### src/rtl/execute_flag_sequencer_pkg.sv
// Shared types and constants for the execute-stage flag write-back sequencer.
package execute_flag_sequencer_pkg;

  localparam int FLAG_W    = 5;
  localparam int NUM_UNITS = 4;

  typedef logic [FLAG_W-1:0] flag_t;

  typedef enum logic [1:0] {
    FLAG_UNIT_SHIFT = 2'd0,
    FLAG_UNIT_ADDER = 2'd1,
    FLAG_UNIT_MUL   = 2'd2,
    FLAG_UNIT_LOGIC = 2'd3
  } flag_unit_e;

  localparam flag_t FLAG_RESET_VALUE = 5'h00;

endpackage

### src/rtl/execute_flag_sequencer_if.sv
// Issue handshake and execute-unit completion bus feeding the flag sequencer.
interface execute_flag_sequencer_if;
  import execute_flag_sequencer_pkg::*;

  logic       iISSUE_VALID;
  logic       iISSUE_FLAG_WRITE;
  logic [1:0] iISSUE_UNIT;
  logic       oISSUE_READY;

  logic       iSHIFT_VALID;
  flag_t      iSHIFT_FLAG;
  logic       iADDER_VALID;
  flag_t      iADDER_FLAG;
  logic       iMUL_VALID;
  flag_t      iMUL_FLAG;
  logic       iLOGIC_VALID;
  flag_t      iLOGIC_FLAG;

  modport master (
    output iISSUE_VALID, iISSUE_FLAG_WRITE, iISSUE_UNIT,
    output iSHIFT_VALID, iSHIFT_FLAG, iADDER_VALID, iADDER_FLAG,
    output iMUL_VALID, iMUL_FLAG, iLOGIC_VALID, iLOGIC_FLAG,
    input  oISSUE_READY
  );

  modport slave (
    input  iISSUE_VALID, iISSUE_FLAG_WRITE, iISSUE_UNIT,
    input  iSHIFT_VALID, iSHIFT_FLAG, iADDER_VALID, iADDER_FLAG,
    input  iMUL_VALID, iMUL_FLAG, iLOGIC_VALID, iLOGIC_FLAG,
    output oISSUE_READY
  );
endinterface

### src/rtl/execute_flag_unit_queue.sv
// In-order FIFO of unit IDs for outstanding flag-writing instructions.
module execute_flag_unit_queue
  import execute_flag_sequencer_pkg::*;
#(
  parameter int DEPTH   = 4,
  parameter int DEPTH_W = 2
) (
  input  logic             iCLOCK,
  input  logic             inRESET,
  input  logic             iFLUSH,
  input  logic             iPUSH,
  input  flag_unit_e       iPUSH_UNIT,
  input  logic             iPOP,
  output flag_unit_e       oHEAD_UNIT,
  output logic [DEPTH_W:0] oCOUNT,
  output logic             oFULL,
  output logic             oEMPTY
);

  localparam logic [DEPTH_W:0] FULL_COUNT = DEPTH[DEPTH_W:0];

  flag_unit_e         mem [DEPTH];
  logic [DEPTH_W-1:0] wrPtr;
  logic [DEPTH_W-1:0] rdPtr;
  logic [DEPTH_W:0]   count;
  logic               doPush;
  logic               doPop;

  assign oFULL      = (count == FULL_COUNT);
  assign oEMPTY     = (count == '0);
  assign oCOUNT     = count;
  assign oHEAD_UNIT = mem[rdPtr];

  assign doPush = iPUSH && !oFULL;
  assign doPop  = iPOP && !oEMPTY;

  // Pointers wrap naturally because DEPTH is a power of two.
  always_ff @(posedge iCLOCK or negedge inRESET) begin
    if (!inRESET) begin
      wrPtr <= '0;
      rdPtr <= '0;
      count <= '0;
      for (int unsigned i = 0; i < DEPTH; i++) mem[i] <= FLAG_UNIT_SHIFT;
    end else if (iFLUSH) begin
      wrPtr <= '0;
      rdPtr <= '0;
      count <= '0;
    end else begin
      if (doPush) begin
        mem[wrPtr] <= iPUSH_UNIT;
        wrPtr      <= wrPtr + 1'b1;
      end
      if (doPop) rdPtr <= rdPtr + 1'b1;
      case ({doPush, doPop})
        2'b10:   count <= count + 1'b1;
        2'b01:   count <= count - 1'b1;
        default: count <= count;
      endcase
    end
  end

endmodule

### src/rtl/execute_flag_sequencer.sv
// Commits execute-unit flag results to the architectural flag register in issue order.
module execute_flag_sequencer
  import execute_flag_sequencer_pkg::*;
#(
  parameter int DEPTH   = 4,
  parameter int DEPTH_W = 2
) (
  input  logic                    iCLOCK,
  input  logic                    inRESET,
  input  logic                    iRESET_SYNC,
  input  logic                    iCTRL_HOLD,
  input  logic                    iPFLAGR_VALID,
  input  flag_t                   iPFLAGR,
  execute_flag_sequencer_if.slave bus,
  output flag_t                   oFLAG,
  output logic                    oFLAG_BUSY,
  output logic                    oOVERFLOW_ERR
);

  logic             liveValid  [NUM_UNITS];
  flag_t            liveFlag   [NUM_UNITS];
  logic             latchValid [NUM_UNITS];
  flag_t            latchFlag  [NUM_UNITS];

  flag_unit_e       headUnit;
  logic [DEPTH_W:0] qCount;
  logic             qFull;
  logic             qEmpty;
  logic             normalMode;
  logic             push;
  logic             commit;
  flag_t            commitFlag;
  logic [NUM_UNITS-1:0] latchTaken;
  logic [NUM_UNITS-1:0] liveTaken;

  always_comb begin
    liveValid[FLAG_UNIT_SHIFT] = bus.iSHIFT_VALID;
    liveFlag [FLAG_UNIT_SHIFT] = bus.iSHIFT_FLAG;
    liveValid[FLAG_UNIT_ADDER] = bus.iADDER_VALID;
    liveFlag [FLAG_UNIT_ADDER] = bus.iADDER_FLAG;
    liveValid[FLAG_UNIT_MUL]   = bus.iMUL_VALID;
    liveFlag [FLAG_UNIT_MUL]   = bus.iMUL_FLAG;
    liveValid[FLAG_UNIT_LOGIC] = bus.iLOGIC_VALID;
    liveFlag [FLAG_UNIT_LOGIC] = bus.iLOGIC_FLAG;
  end

  assign normalMode       = !iRESET_SYNC && !iPFLAGR_VALID && !iCTRL_HOLD;
  assign bus.oISSUE_READY = !qFull && !iCTRL_HOLD;
  assign push             = bus.iISSUE_VALID && bus.iISSUE_FLAG_WRITE && bus.oISSUE_READY
                            && !iRESET_SYNC && !iPFLAGR_VALID;
  assign oFLAG_BUSY       = (qCount != '0);

  // A held result for the head always wins over a live one; the live one then refills the latch.
  always_comb begin
    commit     = 1'b0;
    commitFlag = latchFlag[headUnit];
    latchTaken = '0;
    liveTaken  = '0;
    if (normalMode && !qEmpty) begin
      if (latchValid[headUnit]) begin
        commit               = 1'b1;
        commitFlag           = latchFlag[headUnit];
        latchTaken[headUnit] = 1'b1;
      end else if (liveValid[headUnit]) begin
        commit              = 1'b1;
        commitFlag          = liveFlag[headUnit];
        liveTaken[headUnit] = 1'b1;
      end
    end
  end

  execute_flag_unit_queue #(
    .DEPTH   (DEPTH),
    .DEPTH_W (DEPTH_W)
  ) uQueue (
    .iCLOCK     (iCLOCK),
    .inRESET    (inRESET),
    .iFLUSH     (iRESET_SYNC || iPFLAGR_VALID),
    .iPUSH      (push),
    .iPUSH_UNIT (flag_unit_e'(bus.iISSUE_UNIT)),
    .iPOP       (commit),
    .oHEAD_UNIT (headUnit),
    .oCOUNT     (qCount),
    .oFULL      (qFull),
    .oEMPTY     (qEmpty)
  );

  always_ff @(posedge iCLOCK or negedge inRESET) begin
    if (!inRESET) begin
      oFLAG         <= FLAG_RESET_VALUE;
      oOVERFLOW_ERR <= 1'b0;
      for (int unsigned u = 0; u < NUM_UNITS; u++) begin
        latchValid[u] <= 1'b0;
        latchFlag[u]  <= FLAG_RESET_VALUE;
      end
    end else if (iRESET_SYNC) begin
      oFLAG         <= FLAG_RESET_VALUE;
      oOVERFLOW_ERR <= 1'b0;
      for (int unsigned u = 0; u < NUM_UNITS; u++) begin
        latchValid[u] <= 1'b0;
        latchFlag[u]  <= FLAG_RESET_VALUE;
      end
    end else if (iPFLAGR_VALID) begin
      oFLAG <= iPFLAGR;
      for (int unsigned u = 0; u < NUM_UNITS; u++) latchValid[u] <= 1'b0;
    end else begin
      if (commit) oFLAG <= commitFlag;
      for (int unsigned u = 0; u < NUM_UNITS; u++) begin
        if (latchTaken[u]) begin
          latchValid[u] <= liveValid[u];
          if (liveValid[u]) latchFlag[u] <= liveFlag[u];
        end else if (liveValid[u] && !liveTaken[u]) begin
          if (latchValid[u]) oOVERFLOW_ERR <= 1'b1;
          else begin
            latchValid[u] <= 1'b1;
            latchFlag[u]  <= liveFlag[u];
          end
        end
      end
    end
  end

endmodule

### src/flat_wrapper.sv
// flat-port wrapper written by rule: the top's interface ports become plain ports
module execute_flag_sequencer_flat import execute_flag_sequencer_pkg::*;
#(
  parameter int DEPTH   = 4,
  parameter int DEPTH_W = 2
)
  (iCLOCK, inRESET, iRESET_SYNC, iCTRL_HOLD, iPFLAGR_VALID, iPFLAGR, oFLAG, oFLAG_BUSY, oOVERFLOW_ERR, bus_iISSUE_VALID, bus_iISSUE_FLAG_WRITE, bus_iISSUE_UNIT, bus_iSHIFT_VALID, bus_iSHIFT_FLAG, bus_iADDER_VALID, bus_iADDER_FLAG, bus_iMUL_VALID, bus_iMUL_FLAG, bus_iLOGIC_VALID, bus_iLOGIC_FLAG, bus_oISSUE_READY);
  execute_flag_sequencer_if bus_i ();
  input  logic iCLOCK;
  input  logic inRESET;
  input  logic iRESET_SYNC;
  input  logic iCTRL_HOLD;
  input  logic iPFLAGR_VALID;
  input  flag_t iPFLAGR;
  output flag_t oFLAG;
  output logic oFLAG_BUSY;
  output logic oOVERFLOW_ERR;
  input wire logic [$bits(bus_i.iISSUE_VALID)-1:0] bus_iISSUE_VALID;
  input wire logic [$bits(bus_i.iISSUE_FLAG_WRITE)-1:0] bus_iISSUE_FLAG_WRITE;
  input wire logic [$bits(bus_i.iISSUE_UNIT)-1:0] bus_iISSUE_UNIT;
  input wire logic [$bits(bus_i.iSHIFT_VALID)-1:0] bus_iSHIFT_VALID;
  input wire logic [$bits(bus_i.iSHIFT_FLAG)-1:0] bus_iSHIFT_FLAG;
  input wire logic [$bits(bus_i.iADDER_VALID)-1:0] bus_iADDER_VALID;
  input wire logic [$bits(bus_i.iADDER_FLAG)-1:0] bus_iADDER_FLAG;
  input wire logic [$bits(bus_i.iMUL_VALID)-1:0] bus_iMUL_VALID;
  input wire logic [$bits(bus_i.iMUL_FLAG)-1:0] bus_iMUL_FLAG;
  input wire logic [$bits(bus_i.iLOGIC_VALID)-1:0] bus_iLOGIC_VALID;
  input wire logic [$bits(bus_i.iLOGIC_FLAG)-1:0] bus_iLOGIC_FLAG;
  output wire logic [$bits(bus_i.oISSUE_READY)-1:0] bus_oISSUE_READY;
  assign bus_i.iISSUE_VALID = bus_iISSUE_VALID;
  assign bus_i.iISSUE_FLAG_WRITE = bus_iISSUE_FLAG_WRITE;
  assign bus_i.iISSUE_UNIT = bus_iISSUE_UNIT;
  assign bus_i.iSHIFT_VALID = bus_iSHIFT_VALID;
  assign bus_i.iSHIFT_FLAG = bus_iSHIFT_FLAG;
  assign bus_i.iADDER_VALID = bus_iADDER_VALID;
  assign bus_i.iADDER_FLAG = bus_iADDER_FLAG;
  assign bus_i.iMUL_VALID = bus_iMUL_VALID;
  assign bus_i.iMUL_FLAG = bus_iMUL_FLAG;
  assign bus_i.iLOGIC_VALID = bus_iLOGIC_VALID;
  assign bus_i.iLOGIC_FLAG = bus_iLOGIC_FLAG;
  assign bus_oISSUE_READY = bus_i.oISSUE_READY;
  execute_flag_sequencer #(.DEPTH(DEPTH), .DEPTH_W(DEPTH_W)) u_core (.iCLOCK(iCLOCK), .inRESET(inRESET), .iRESET_SYNC(iRESET_SYNC), .iCTRL_HOLD(iCTRL_HOLD), .iPFLAGR_VALID(iPFLAGR_VALID), .iPFLAGR(iPFLAGR), .bus(bus_i), .oFLAG(oFLAG), .oFLAG_BUSY(oFLAG_BUSY), .oOVERFLOW_ERR(oOVERFLOW_ERR));
endmodule
### config.mk
export PLATFORM = sky130hd
export DESIGN_NAME = execute_flag_sequencer_flat
export DESIGN_NICKNAME = d
export VERILOG_FILES = /design/src/rtl/execute_flag_sequencer_pkg.sv /design/src/rtl/execute_flag_sequencer_if.sv /design/src/rtl/execute_flag_unit_queue.sv /design/src/rtl/execute_flag_sequencer.sv /design/src/flat_wrapper.sv
export SDC_FILE = /design/constraint.sdc
export NUM_CORES = 1
export LEC_CHECK = 0
export CAP_MARGIN = 20
export CORE_ASPECT_RATIO = 0.8
export CORE_MARGIN = 2
export CORE_UTILIZATION = 50
export DETAILED_ROUTE_END_ITERATION = 6
export PLACE_DENSITY = 0.75
export RECOVER_POWER = 100
export SLEW_MARGIN = 20
export SYNTH_ARGS = -nofsm -noshare
export SYNTH_HDL_FRONTEND = slang
export SYNTH_SLANG_ARGS = --single-unit
### constraint.sdc
create_clock -name iCLOCK -period 5.8 [get_ports iCLOCK]
set_clock_uncertainty 0.05 [all_clocks]
set_input_delay 0.58 -clock iCLOCK [delete_from_list [all_inputs] [get_ports iCLOCK]]
set_output_delay 0.58 -clock iCLOCK [all_outputs]
set_load 0.01 [all_outputs]
==> metrics, run 1 <==
synth warn=0; CP Launch Point=u_core.uQueue.rdPtr[0]$_DFFE_PN0P_; Mapped Nets=359; DP Worst Slack=1.850 ns; CTS tree=built; largest net degree at the start of global routing=46; Final Hold Viols=0; Tcrit/Tclk final=78.37%; static leakage=1.478 nW; Data arrival, critical path=4.67 ns; Post-Synth Adder-Cell Area=2.345%; Max Buffers Root-to-Sink=2; clock root buffer master=clkbuf_8; Initial Utilization=51.08%; global-route wire length before repair=11510 µm; all-layer global routing usage=22.39%; port bufs=45; capturing point of the worst reg2reg path=u_core.latchFlag[6]$_DFFE_PN0P_; Synth area leaders=dfrtp_1 (38%), mux2i_1 (8.0%), nand2_1 (5.8%); Critical Path Fanout Max=30; max-slew violations=58; fill cell count=532; post-synthesis compound-gate area fraction=16.75%; RR Startpoint=u_core.uQueue.rdPtr[0]$_DFFE_PN0P_; Setup WS post-layout=1.255 ns; number of library cell types mapped by synthesis=47; worst skew pair latency=0.30 ns; Tightest Hold Check Type=reg2reg; row cnt=25; initial DRC count=184; total I/O pin count=46; layout cells sized above 1=8.782%; share of the synthesized area in the top cell type=37.69%; sequential share of the synthesized area=37.69%; leading area contributor after synthesis=dfrtp_1; Setup crit start kind=flip-flop; #FFs+latches synth=45; grt ovf=0; area grow syn2layout=16.25%; initial antenna violation count=0; Reg clk slew, reported paths=0.09 ns; r2r setup slk=1.25 ns; H-tree levels=2; setup TNS=0 ns; relative slew slack=-60.93%; Critical Setup Path Class=reg2reg; routability cong.=0.9342; Synth Instances=316; failing checks=capacitance limit, slew limit; full die area=6614 µm²; Post-synth EDFFs=0; Final Net Count=395; die height=73.14 µm; multiplexer share of the synthesized area=16.33%; Synth async-reset ratio=100.0%; pwr/cell area=218.1 nW/µm²; final core utilization=59.38%; # diodes=0; DIE WIDTH=90.43 µm; first-pass iteration count of the detailed router=5; setup repair bufs after CTS=0; via/cell ratio=5.864; largest family of logic cells by synthesized area=simple AND/OR/NAND/NOR gates; syn avg cell area=9.455 µm²; Final Setup Violations=0; Core ar.=5849 µm²; Worst setup EP type=flip-flop; xor/xnor share of the synthesized area=1.340%; CP endpoint=u_core.latchFlag[6]$_DFFE_PN0P_; Worst EP required=5.93 ns; Peak supply drop=0.09431 mV; FMAX=220.0 MHz; vias=2545; number of global-route vias before repair=2304; Worst-Margin Slew=2.414 ns; Mapped Area=2988 µm²; clk sinks=45; most frequent cells in the layout=nand2_1 (46), dfrtp_1 (45), clkdlybuf4s50_1 (34), mux2i_1 (25), nor2_1 (24); cts hold-fix bufs=0; RSZ-0062 raised after global routing=false; Min Clock Period, post-route=4.545 ns; Primary FF master, synth=dfrtp_1; Simple-Gate Fraction of Synth Area=20.94%; final WL=7215 µm; post-DP HPWL=5315 µm; Inserted Clock Buffers=5; status=complete, but fails checks; most common cell after layout, fill and taps aside=nand2_1; Max-cap violations=3; Routed Antenna Nets=0; R2R cell count=7; post_cts resized=0; Remaining DRCs=0; routed length per instance=16.62 µm
==> metrics by stage <==
stage | power (W) | instance area, µm² | cells | hold slack [ns]
2_1_floorplan | 0.0004990 | 2988 | 316 | 0.2344
3_3_place_gp | 0.0005810 | 3457 | 426 | 0.4520
3_5_place_dp | 0.0005814 | 3457 | 426 | 0.4590
4_1_cts | 0.0007731 | 3543 | 434 | 0.4298
5_1_grt | 0.0007996 | 3473 | 434 | 0.5080
6_report | 0.0007575 | 3473 | 434 | 0.4809
==> cell families (layout without fill, tap and decap cells) <==
family	count (synthesis)	count (layout)
AO/OA/AOI/OAI	62	62
XOR/XNOR	3	3
adder cells (fa/ha/maj)	5	5
buffers and inverters	31	68
flip-flops	45	45
multiplexers	40	40
AND/OR/NAND/NOR	130	130
==> worst min-delay path by stage <==
stage | start | to | slack [ns] | cells after the start
after floorplan | inRESET | u_core.latchFlag[0]$_DFFE_PN0P_ | 0.23 | 0
after global placement | u_core.latchFlag[4]$_DFFE_PN0P_ | u_core.latchFlag[4]$_DFFE_PN0P_ | 0.45 | 2
after detailed placement | u_core.latchFlag[7]$_DFFE_PN0P_ | u_core.latchFlag[7]$_DFFE_PN0P_ | 0.46 | 2
after CTS | inRESET | u_core.latchFlag[12]$_DFFE_PN0P_ | 0.43 | 1
after global routing | u_core.latchFlag[19]$_DFFE_PN0P_ | u_core.latchFlag[19]$_DFFE_PN0P_ | 0.51 | 2
final | u_core.latchFlag[9]$_DFFE_PN0P_ | u_core.latchFlag[9]$_DFFE_PN0P_ | 0.48 | 2
==> state kept, by name, indices dropped and copies added, names as in the netlist <==
register	count
u_core.latchFlag	20
u_core.uQueue.mem	8
u_core.oFLAG	5
u_core.latchValid	4
u_core.uQueue.oCOUNT	3
u_core.uQueue.rdPtr	2
u_core.uQueue.wrPtr	2
u_core.oOVERFLOW_ERR	1
==> routing by layer <==
layer,global-route usage (%),up-vias,wire [µm]
met2,34.92,114,3222
met3,5.269,21,574
met4,8.034,0,152
li1,-,1197,-
met5,0,-,0
met1,30.98,1213,3266
==> cells in the mapped netlist, types with 2 or more instances <==
master and count:
nor3_1 6, nand2_1 46, xnor2_1 2, nor4_1 5
o21bai_1 2, a2111oi_4 2, a211oi_2 2, nand2b_1 21
and3_1 6, a31oi_1 10, mux2_2 10, clkbuf_1 12
nand3_1 6, dfrtp_1 45, nand3b_1 2, o31a_1 2
nor2b_1 9, buf_6 2, o21a_1 6, and2_1 2
o221a_2 5, ha_1 4, a211oi_1 7, mux2i_4 2
nor2_1 24, inv_1 13, a21oi_1 14, mux2i_1 24
mux4_2 4, o21ai_0 3, o211ai_1 2
==> report_power, final <==
part	leakage [nW]	internal, W	switching, W
clock	0.0439	0.0000833	0.000109
combinational	0.824	0.0000899	0.000136
sequential	0.610	0.000328	0.0000118
total	1.48	0.000501	0.000256
==> area by class of cell <==
class / instances / area (µm²) / share of cell area, %
Sequential cell: 45 / 1126 / 32.42
Tap cell: 81 / 101.3 / 2.918
Multi-Input combinational cell: 240 / 1664 / 47.91
Clock inverter: 3 / 17.52 / 0.5043
Clock buffer: 5 / 68.82 / 1.981
Timing Repair Buffer: 46 / 442.9 / 12.75
Inverter: 14 / 52.55 / 1.513
==> critical path, cell delays in order, from the launching register on <==
cell	delay, ns
dfrtp_1	0.56
mux4_2	0.86
mux2i_1	0.30
a222oi_1	0.12
clkbuf_1	0.25
a2111oi_0	1.88
mux2i_1	0.34
nor2_1	0.06
Note: power is estimated with default switching activity, not from simulation.
==> run 2: changes to the inputs <==
clock period = 4.7 ns   (was 5.8 ns; I/O delays follow)
==> metrics, run 2 (synthesis gave the netlist of run 1 again) <==
first-pass iteration count of the detailed router=5 (unchanged); total I/O pin count=46 (unchanged); Tcrit/Tclk final=85.23% (was 78.37%); Critical Setup Path Class=reg2reg (unchanged); cell mode on critical path=mux2i_1 (unchanged); Worst setup EP type=flip-flop (unchanged); all-layer global routing usage=22.99% (was 22.39%); Tightest Hold Check Type=reg2reg (unchanged); Setup crit start kind=flip-flop (unchanged); DIE WIDTH=90.43 µm (unchanged); row cnt=25 (unchanged); largest net degree at the start of global routing=46 (unchanged); full die area=6614 µm² (unchanged); status=complete, but fails checks (unchanged); CTS tree=built (unchanged); Final Hold Viols=0 (unchanged); initial DRC count=238 (was 184); RR Startpoint=u_core.uQueue.rdPtr[0]$_DFFE_PN0P_ (unchanged); number of global-route vias before repair=2473 (was 2304); die height=73.14 µm (unchanged); FMAX=249.7 MHz (was 220.0 MHz); number of cells in the finished layout apart from fillers=436 (was 434); Routed Antenna Nets=0 (unchanged); Worst-Margin Slew=2.450 ns (was 2.414 ns); area grow syn2layout=17.21% (was 16.25%); Final Net Count=397 (was 395); failing checks=capacitance limit, slew limit (unchanged); pwr/cell area=266.9 nW/µm² (was 218.1 nW/µm²); grt ovf=0 (unchanged); via/cell ratio=5.775 (was 5.864); clk sinks=45 (unchanged); most frequent cells in the layout=nand2_1 (46), dfrtp_1 (45), clkdlybuf4s50_1 (35), mux2i_1 (25), nor2_1 (24) (was nand2_1 (46), dfrtp_1 (45), clkdlybuf4s50_1 (34), mux2i_1 (25), nor2_1 (24)); Reg clk slew, reported paths=0.08 ns (was 0.09 ns); crit-path max cell delay=1.41 ns (was 1.88 ns); vias=2518 (was 2545); post-DP HPWL=5365 µm (was 5315 µm); switching fraction of total power=33.54% (was 33.80%); global-route wire length before repair=11990 µm (was 11510 µm); clock root buffer master=clkbuf_8 (unchanged); Inserted Clock Buffers=5 (unchanged); clock power share=25.2% (was 25.3%); Peak supply drop=0.1591 mV (was 0.09431 mV); Cells after DPL=428 (was 426); Worst Min Path Start=u_core.latchFlag[8]$_DFFE_PN0P_ (was u_core.latchFlag[9]$_DFFE_PN0P_); # diodes=0 (unchanged); Data arrival, critical path=4.13 ns (was 4.67 ns); RSZ-0062 raised after global routing=false (unchanged); final core utilization=59.87% (was 59.38%); post_cts resized=0 (unchanged); initial antenna violation count=0 (unchanged); CP Cell Sequence=mux4_2, mux2i_1, a222oi_1, clkbuf_1, a2111oi_1, mux2i_1, nor2_1 (was mux4_2, mux2i_1, a222oi_1, clkbuf_1, a2111oi_0, mux2i_1, nor2_1); Critical Path Fanout Max=30 (unchanged); max-slew violations=58 (unchanged); static leakage=1.492 nW (was 1.478 nW); port bufs=45 (unchanged); Max-cap violations=3 (unchanged); Top reg by flops=u_core.latchFlag (unchanged); fill cell count=534 (was 532); layout cells sized above 1=9.577% (was 8.782%); Remaining DRCs=0 (unchanged); setup TNS=0 ns (unchanged); routed length per instance=16.53 µm (was 16.62 µm); most common cell after layout, fill and taps aside=nand2_1 (unchanged); Sequential Area=1126 µm² (unchanged); Largest regs=u_core.latchFlag x20, u_core.uQueue.mem x8, u_core.oFLAG x5 (unchanged); number of flip-flops in the largest register=20 (unchanged); routability cong.=0.8892 (was 0.9342); Max Buffers Root-to-Sink=2 (unchanged); CP Launch Point=u_core.uQueue.rdPtr[0]$_DFFE_PN0P_ (unchanged); final WL=7207 µm (was 7215 µm); area of the multi-input gates=1677 µm² (was 1664 µm²); Final Setup Violations=0 (unchanged); setup repair bufs after CTS=0 (unchanged); H-tree levels=2 (unchanged); Initial Utilization=51.08% (unchanged); Pint=0.0006211 W (was 0.0005015 W); critical path's slowest cell=a2111oi_1 (was a2111oi_0); Worst EP required=4.83 ns (was 5.93 ns); switching power total=0.0003134 W (was 0.0002560 W); cts hold-fix bufs=0 (unchanged); worst skew pair latency=0.30 ns (about the same); relative slew slack=-63.35% (was -60.93%); sequential share of power=44.9% (about the same); Min Clock Period, post-route=4.006 ns (was 4.545 ns); Core ar.=5849 µm² (unchanged); Comb pwr share=29.8% (about the same)
[run 2: changes by cell type in the layout (fill, tap and decap cells not counted), sizes merged]
| cell | delta |
|---|---|
| buf | +1 |
| clkinvlp | -1 |
| clkdlybuf4s50 | +1 |
| clkbuf | +1 |
[run 2: metrics by stage]
step	power, W	hold slack [ns]	area (µm²)	worst slack [ns]
CTS	0.0009497	0.3292	3555	1.003
global placement	0.0007146	0.4520	3472	1.154
detailed placement	0.0007177	0.4608	3472	1.021
finish	0.0009346	0.4736	3502	0.6944
global route	0.0009817	0.5074	3502	0.4306
floorplan	0.0006158	0.1244	2988	1.695
[run 2: path summary, 6_finish.rpt]
check,end,slack (ns),depth (start not counted)
max,u_core.latchFlag[5]$_DFFE_PN0P_,0.69,7
min,u_core.latchFlag[8]$_DFFE_PN0P_,0.47,2
max reg2reg,u_core.latchFlag[5]$_DFFE_PN0P_,0.69,7
min reg2reg,u_core.latchFlag[8]$_DFFE_PN0P_,0.47,2
max in group asynchronous,u_core.uQueue.oCOUNT[0]$_DFFE_PN0P_,2.35,1
min in group asynchronous,u_core.latchFlag[15]$_DFFE_PN0P_,0.87,1
[run 2: critical path, delay by kind of cell, from the launching register on]
kind	cells	cell delay, ns
DFF	1	0.55
AOI/OAI and AO/OA	2	1.53
and+or+nand+nor	1	0.06
muxes	3	1.45
buffers and inverters	1	0.25
[run 2: cell type report]
type	count	share of cell area, %
multi-input cells	240	47.87
flip-flops and latches	45	32.15
repair buffers	48	13.22
well taps	81	2.894
clock buffers	6	2.072
inverters	14	1.501
clock inverters	2	0.2858
[run 2: per-layer routing]
layer	up-vias	routed length, µm	GRT usage, %
met5	-	0	0
met4	0	44	5.128
met3	10	460	4.545
met2	90	3297	37.26
met1	1222	3405	32.51
li1	1196	-	-
[run 2: power groups by stage]
stage	Clock, W	Combinational (W)	Sequential (W)
2_1_floorplan	0	0.000191	0.000425
3_5_place_dp	0	0.000290	0.000427
3_3_place_gp	0	0.000288	0.000427
5_1_grt	0.000257	0.000303	0.000422
6_report	0.000236	0.000279	0.000420
4_1_cts	0.000239	0.000291	0.000420
==> run 3: changes to the inputs <==
ABC_AREA = 0   (was not set)
CORE_MARGIN = not set   (was 2)
==> metrics, run 3 (synthesis gave the netlist of run 1 again) <==
status=complete, but fails checks (unchanged); failing checks=capacitance limit, slew limit (unchanged); H-tree levels=2 (unchanged); Reg clk slew, reported paths=0.09 ns (was 0.08 ns); Data arrival, critical path=4.37 ns (was 4.13 ns); area grow syn2layout=18.05% (was 17.21%); port bufs=45 (unchanged); Inserted Clock Buffers=5 (unchanged); via/cell ratio=5.885 (was 5.775); Final Setup Violations=0 (unchanged); pwr/cell area=285.3 nW/µm² (was 266.9 nW/µm²); number of flip-flops in the largest register=20 (unchanged); critical path's slowest cell=a211oi_1 (was a2111oi_1); grt ovf=0 (unchanged); final core utilization=62.81% (was 59.87%); Setup crit start kind=flip-flop (unchanged); global-route wire length before repair=11990 µm (about the same); Core ar.=5615 µm² (was 5849 µm²); post-DP HPWL=5345 µm (was 5365 µm); cts hold-fix bufs=0 (unchanged); R2R cell count=6 (was 7); post_cts resized=0 (unchanged); Critical Path Fanout Max=30 (unchanged); initial DRC count=240 (was 238); layout cells sized above 1=9.014% (was 9.577%); vias=2548 (was 2518); Largest regs=u_core.latchFlag x20, u_core.uQueue.mem x8, u_core.oFLAG x5 (unchanged); number of global-route vias before repair=2377 (was 2473); Final Net Count=397 (unchanged); Max Buffers Root-to-Sink=2 (unchanged); Routed Antenna Nets=0 (unchanged); Final Hold Viols=0 (unchanged); largest net degree at the start of global routing=46 (unchanged); crit-path max cell delay=1.10 ns (was 1.41 ns); cell mode on critical path=mux2i_1 (unchanged); setup TNS=0 ns (unchanged); FMAX=237.9 MHz (was 249.7 MHz); initial antenna violation count=0 (unchanged); Peak supply drop=0.1584 mV (was 0.1591 mV); Critical Setup Path Class=reg2reg (unchanged); clk sinks=45 (unchanged); Remaining DRCs=0 (unchanged); first-pass iteration count of the detailed router=7 (was 5); routability cong.=0.8651 (was 0.8892); clock root buffer master=clkbuf_8 (unchanged); static leakage=1.505 nW (was 1.492 nW); most frequent cells in the layout=nand2_1 (46), dfrtp_1 (45), clkdlybuf4s50_1 (35), mux2i_1 (25), nor2_1 (24) (unchanged); all-layer global routing usage=25.24% (was 22.99%); hold path cells=2 (unchanged); CP Cell Sequence=mux4_2, mux2i_4, mux2i_1, nand2_1, a211oi_1, mux2i_1 (was mux4_2, mux2i_1, a222oi_1, clkbuf_1, a2111oi_1, mux2i_1, nor2_1); Min Clock Period, post-route=4.204 ns (was 4.006 ns); # diodes=0 (unchanged); Max-cap violations=3 (unchanged); die height=71.14 µm (was 73.14 µm); row cnt=24 (was 25); full die area=6291 µm² (was 6614 µm²); routed length per instance=16.91 µm (was 16.53 µm); Tightest Hold Check Type=reg2reg (unchanged); final WL=7322 µm (was 7207 µm); most common cell after layout, fill and taps aside=nand2_1 (unchanged); Worst setup EP type=flip-flop (unchanged); DIE WIDTH=88.43 µm (was 90.43 µm); relative slew slack=-65.72% (was -63.35%); worst skew pair latency=0.30 ns (about the same); Worst EP required=4.87 ns (was 4.83 ns); CTS tree=built (unchanged); Tcrit/Tclk final=89.44% (was 85.23%); RSZ-0062 raised after global routing=false (unchanged); Worst-Margin Slew=2.486 ns (was 2.450 ns); setup repair bufs after CTS=0 (unchanged); total I/O pin count=46 (unchanged); Top reg by flops=u_core.latchFlag (unchanged); max-slew violations=58 (unchanged); Initial Utilization=53.21% (was 51.08%)
## run 3: stage by stage
step                      instances  area (µm²)  total power, W  setup WS, ns  hold WS [ns]
after global routing            433        3527        0.001049        0.3383        0.5072
after global placement          425        3468       0.0007117         1.159        0.4525
after detailed placement        425        3468       0.0007158        0.9931        0.4624
after CTS                       433        3585        0.001022        0.9632        0.3351
final                           433        3527        0.001006        0.4961        0.4800
after floorplan                 316        2988       0.0006158         1.695        0.1244
## run 3: critical path, delay by kind of cell (launching register included)
family           cells  cell delay (ns)
multiplexers         4             2.22
AO/OA/AOI/OAI        1             1.10
flip-flops           1             0.57
AND/OR/NAND/NOR      1             0.18
## run 3: report_power, final
part           internal, W  total (W)  switching [W]
Sequential        0.000405   0.000420      0.0000152
Combinational     0.000113   0.000279       0.000166
Clock             0.000173   0.000307       0.000133
Total             0.000691    0.00101       0.000315
## run 3: worst paths after layout
kind | from | endpoint | slack [ns]
min reg2reg | u_core.latchFlag[9]$_DFFE_PN0P_ | u_core.latchFlag[9]$_DFFE_PN0P_ | 0.48
min in group asynchronous | inRESET | u_core.latchValid[3]$_DFFE_PN0P_ | 0.88
max | u_core.uQueue.rdPtr[0]$_DFFE_PN0P_ | u_core.latchFlag[15]$_DFFE_PN0P_ | 0.50
min | u_core.latchFlag[9]$_DFFE_PN0P_ | u_core.latchFlag[9]$_DFFE_PN0P_ | 0.48
max in group asynchronous | inRESET | u_core.latchFlag[13]$_DFFE_PN0P_ | 2.31
max reg2reg | u_core.uQueue.rdPtr[0]$_DFFE_PN0P_ | u_core.latchFlag[15]$_DFFE_PN0P_ | 0.50
## run 3: metal layers
metal	up-vias	part of all wire [%]	track usage, %
met1	1223	48	39.64
met3	16	7.1	4.667
met2	108	43	34.96
met4	0	1.9	7.706
li1	1201	-	-
met5	-	0	0
## run 3: layout make-up
type | count | area (µm²)
repair buffers | 48 | 462.9
fillers | 449 | 2088
inverters | 14 | 52.55
well taps | 78 | 97.59
clock buffers | 7 | 86.33
multi-input cells | 240 | 1672
clock inverters | 1 | 30.03
flip-flops and latches | 45 | 1126
==> edit (flow settings as in run 3) <==
`DEPTH` is set to 4 in 3 places; all go to 2.
--- a/src/rtl/execute_flag_unit_queue.sv
+++ b/src/rtl/execute_flag_unit_queue.sv
@@ -3,5 +3,5 @@
   import execute_flag_sequencer_pkg::*;
 #(
-  parameter int DEPTH   = 4,
+  parameter int DEPTH   = 2,
   parameter int DEPTH_W = 2
 ) (
--- a/src/rtl/execute_flag_sequencer.sv
+++ b/src/rtl/execute_flag_sequencer.sv
@@ -3,5 +3,5 @@
   import execute_flag_sequencer_pkg::*;
 #(
-  parameter int DEPTH   = 4,
+  parameter int DEPTH   = 2,
   parameter int DEPTH_W = 2
 ) (
--- a/src/flat_wrapper.sv
+++ b/src/flat_wrapper.sv
@@ -2,5 +2,5 @@
 module execute_flag_sequencer_flat import execute_flag_sequencer_pkg::*;
 #(
-  parameter int DEPTH   = 4,
+  parameter int DEPTH   = 2,
   parameter int DEPTH_W = 2
 )
Behaviour: not the same (a bounded check fails within 4 cycles, from zero or initial values and one cycle with inRESET low).
==> edit against run 3 <==
The flow still finishes with violations (max-capacitance violations, max-slew violations); combinational power shrank 14%; worst setup slack gained 0.58 ns; clock power shrank 21%; synthesized area shrank 11%; core utilization shrank 0.34 points; sequential share of layout area shrank 0.29 points; routed wire length shrank 7.4%; power shrank 14%; sequential cell count shrank 5; via count shrank 7.0%; final area shrank 10%; die area shrank 10%; critical endpoint is now u_core.latchFlag[9].
==> edit: results (changes against run 3) <==
Worst setup path
  • Worst stage delay on the critical path: 0.66 ns (-0.44 ns)
  • Reg2reg path depth: 9 (+3)
  • Cell family with most CP delay: compound AO/OA/AOI/OAI gates
  • Max FO, Critical Path: 10 (-67%)
  • Crit-path slowest cell: dlygate4sd3_1
  • Arrival @ worst endpoint: 3.80 ns (-0.57 ns)

Synth
  • Syn Nets: 346 (-3.6%)
  • Synth cell count leaders: 51 x nand2_1, 40 x dfrtp_1, 24 x nand2b_1, 21 x o21ai_0, 15 x inv_1
  • Unique cell type count in the Yosys netlist: 54 (+15%)
  • Sequential share of the synthesized area: 37.52% (-0.16 points)
  • Predominant post-synthesis flop cell: dfrtp_1
  • Synthesized area per cell: 8.746 µm² (-7.5%)
  • Synth top area cells: dfrtp_1 38%, nand2_1 7.2%, nand2b_1 5.6%

Place
  • GPL Wtd Cong: 0.8955 (+3.5%)
  • Placed cell count: 398 (-6.4%)
  • Hpwl dp: 5.031 mm (-5.9%)
  • Setup WS pre-CTS: 1.211 ns (+0.2181 ns)

Finish
  • Largest regs: u_core.latchFlag x20, u_core.oFLAG x5
  • Fraction of layout cells with a size suffix above 1: 5.814% (-3.2 points)
  • Final net count: 384 (-3.3%)
  • Fin cells: 406 (-6.2%)

Global route
  • Largest net degree at the start of global routing: 41 (-11%)
  • Global-route wire length before repair: 11.13 mm (-7.1%)
  • Vias in the first global route: 2,186 (-8.0%)
  • GRT Util Overall: 25.24% (about the same)
  • Initial antenna violation count: 0 (unchanged)

STA
  • Slew HR: -47.31% (+18 points)
  • Slew Limit Fails: 41 (-29%)

Routing
  • Pre-Repair DR Iteration Count: 5 (-2)
  • Final antenna-violating net count: 0 (unchanged)
  • Wirelength, routed: 6.782 mm (-7.4%)
  • Via count: 2,370 (-7.0%)
  • Iter 0 DRT Violations: 224 (-6.7%)

Clock tree
  • Postcts setup bufs: 0 (unchanged)
  • CTS Buffer Depth: 2 (unchanged)
  • Clock slew at reported path FFs: 0.07 ns (-0.02 ns)

Power
  • VDD IR-drop max: 0.0001508 V (-4.8%)
  • Leakage: 1.341 nW (-11%)

Hold path
  • Hold Path Cell Cnt: 1 (-1)
  • Hold crit path type: reg2reg

Run
  • Max cap viols: 1 (-2)

Run status
  • Failing checks: max-capacitance violations, max-slew violations
  • Outcome: complete, but fails checks
edit: cell types whose count changed after synthesis, sizes merged, moves of 5 or more:
cell | before | now
a21oi | 14 | 9
nor2 | 24 | 10
o221a | 5 | 0
nor2b | 9 | 2
nand3 | 6 | 11
dfrtp | 45 | 40
mux2i | 26 | 14
a31oi | 10 | 5
o21ai | 4 | 27
a22o | 1 | 11
nand2 | 46 | 51
edit: power by group:
group | switching, W | leakage (nW) | internal (W) | total [W]
registers | 0.0000179 | 0.542 | 0.000361 | 0.000379
clock network | 0.000122 | 0.0455 | 0.000120 | 0.000242
logic | 0.000142 | 0.754 | 0.0000986 | 0.000241
edit: logic make-up (layout without fill, tap and decap cells):
family	Yosys count	in the layout	synth area share (%)
AND/OR/NAND/NOR	129	129	25.94
buffers and inverters	33	72	5.253
multiplexers	21	21	8.208
flip-flops	40	40	37.52
adder cells (fa/ha/maj)	3	3	1.688
XOR/XNOR	3	3	0.9852
AO/OA/AOI/OAI	76	76	20.40
edit: per-layer routing:
| layer | wire [µm] | vias up | track usage [%] |
|---|---|---|---|
| met1 | 3465 | 1120 | 37.89 |
| met4 | 49 | 0 | 5.085 |
| met2 | 2858 | 87 | 38.52 |
| li1 | - | 1159 | - |
| met3 | 409 | 4 | 4.156 |
| met5 | 0 | - | 0 |
edit: layout make-up:
| type | instances | area [µm²] |
|---|---|---|
| inverter | 15 | 56.30 |
| timing repair buffer | 49 | 470.5 |
| sequential | 40 | 1001 |
| fill | 444 | 1901 |
| clock buffer | 8 | 90.09 |
| multi-input combinational | 232 | 1469 |
| tap | 62 | 77.57 |
edit: final timing paths:
check | from | to | slack [ns]
min | u_core.latchFlag[5] | u_core.latchFlag[5] | 0.47
min reg2reg | u_core.latchFlag[5] | u_core.latchFlag[5] | 0.47
max in group asynchronous | inRESET | u_core.latchFlag[2] | 2.57
max reg2reg | u_core.uQueue.rdPtr[0] | u_core.uQueue.oCOUNT[2] | 1.26
min in group asynchronous | inRESET | u_core.uQueue.oCOUNT[0] | 0.77
max | iPFLAGR_VALID | u_core.latchFlag[9] | 1.08
edit: worst register-to-register path, delay by kind of cell (launching register included):
kind | cells | cell delay (ns)
compound gates | 4 | 1.50
fa+ha+maj | 1 | 0.50
flops | 1 | 0.54
mux | 1 | 0.10
simple gates | 3 | 0.67
edit: stage by stage:
step / utilization (%) / instance area, µm²
final: 62.48 / 3164
after global routing: 62.48 / 3164
after CTS: 63.71 / 3227
after detailed placement: 61.93 / 3137
after global placement: 61.93 / 3137
after floorplan: - / 2668
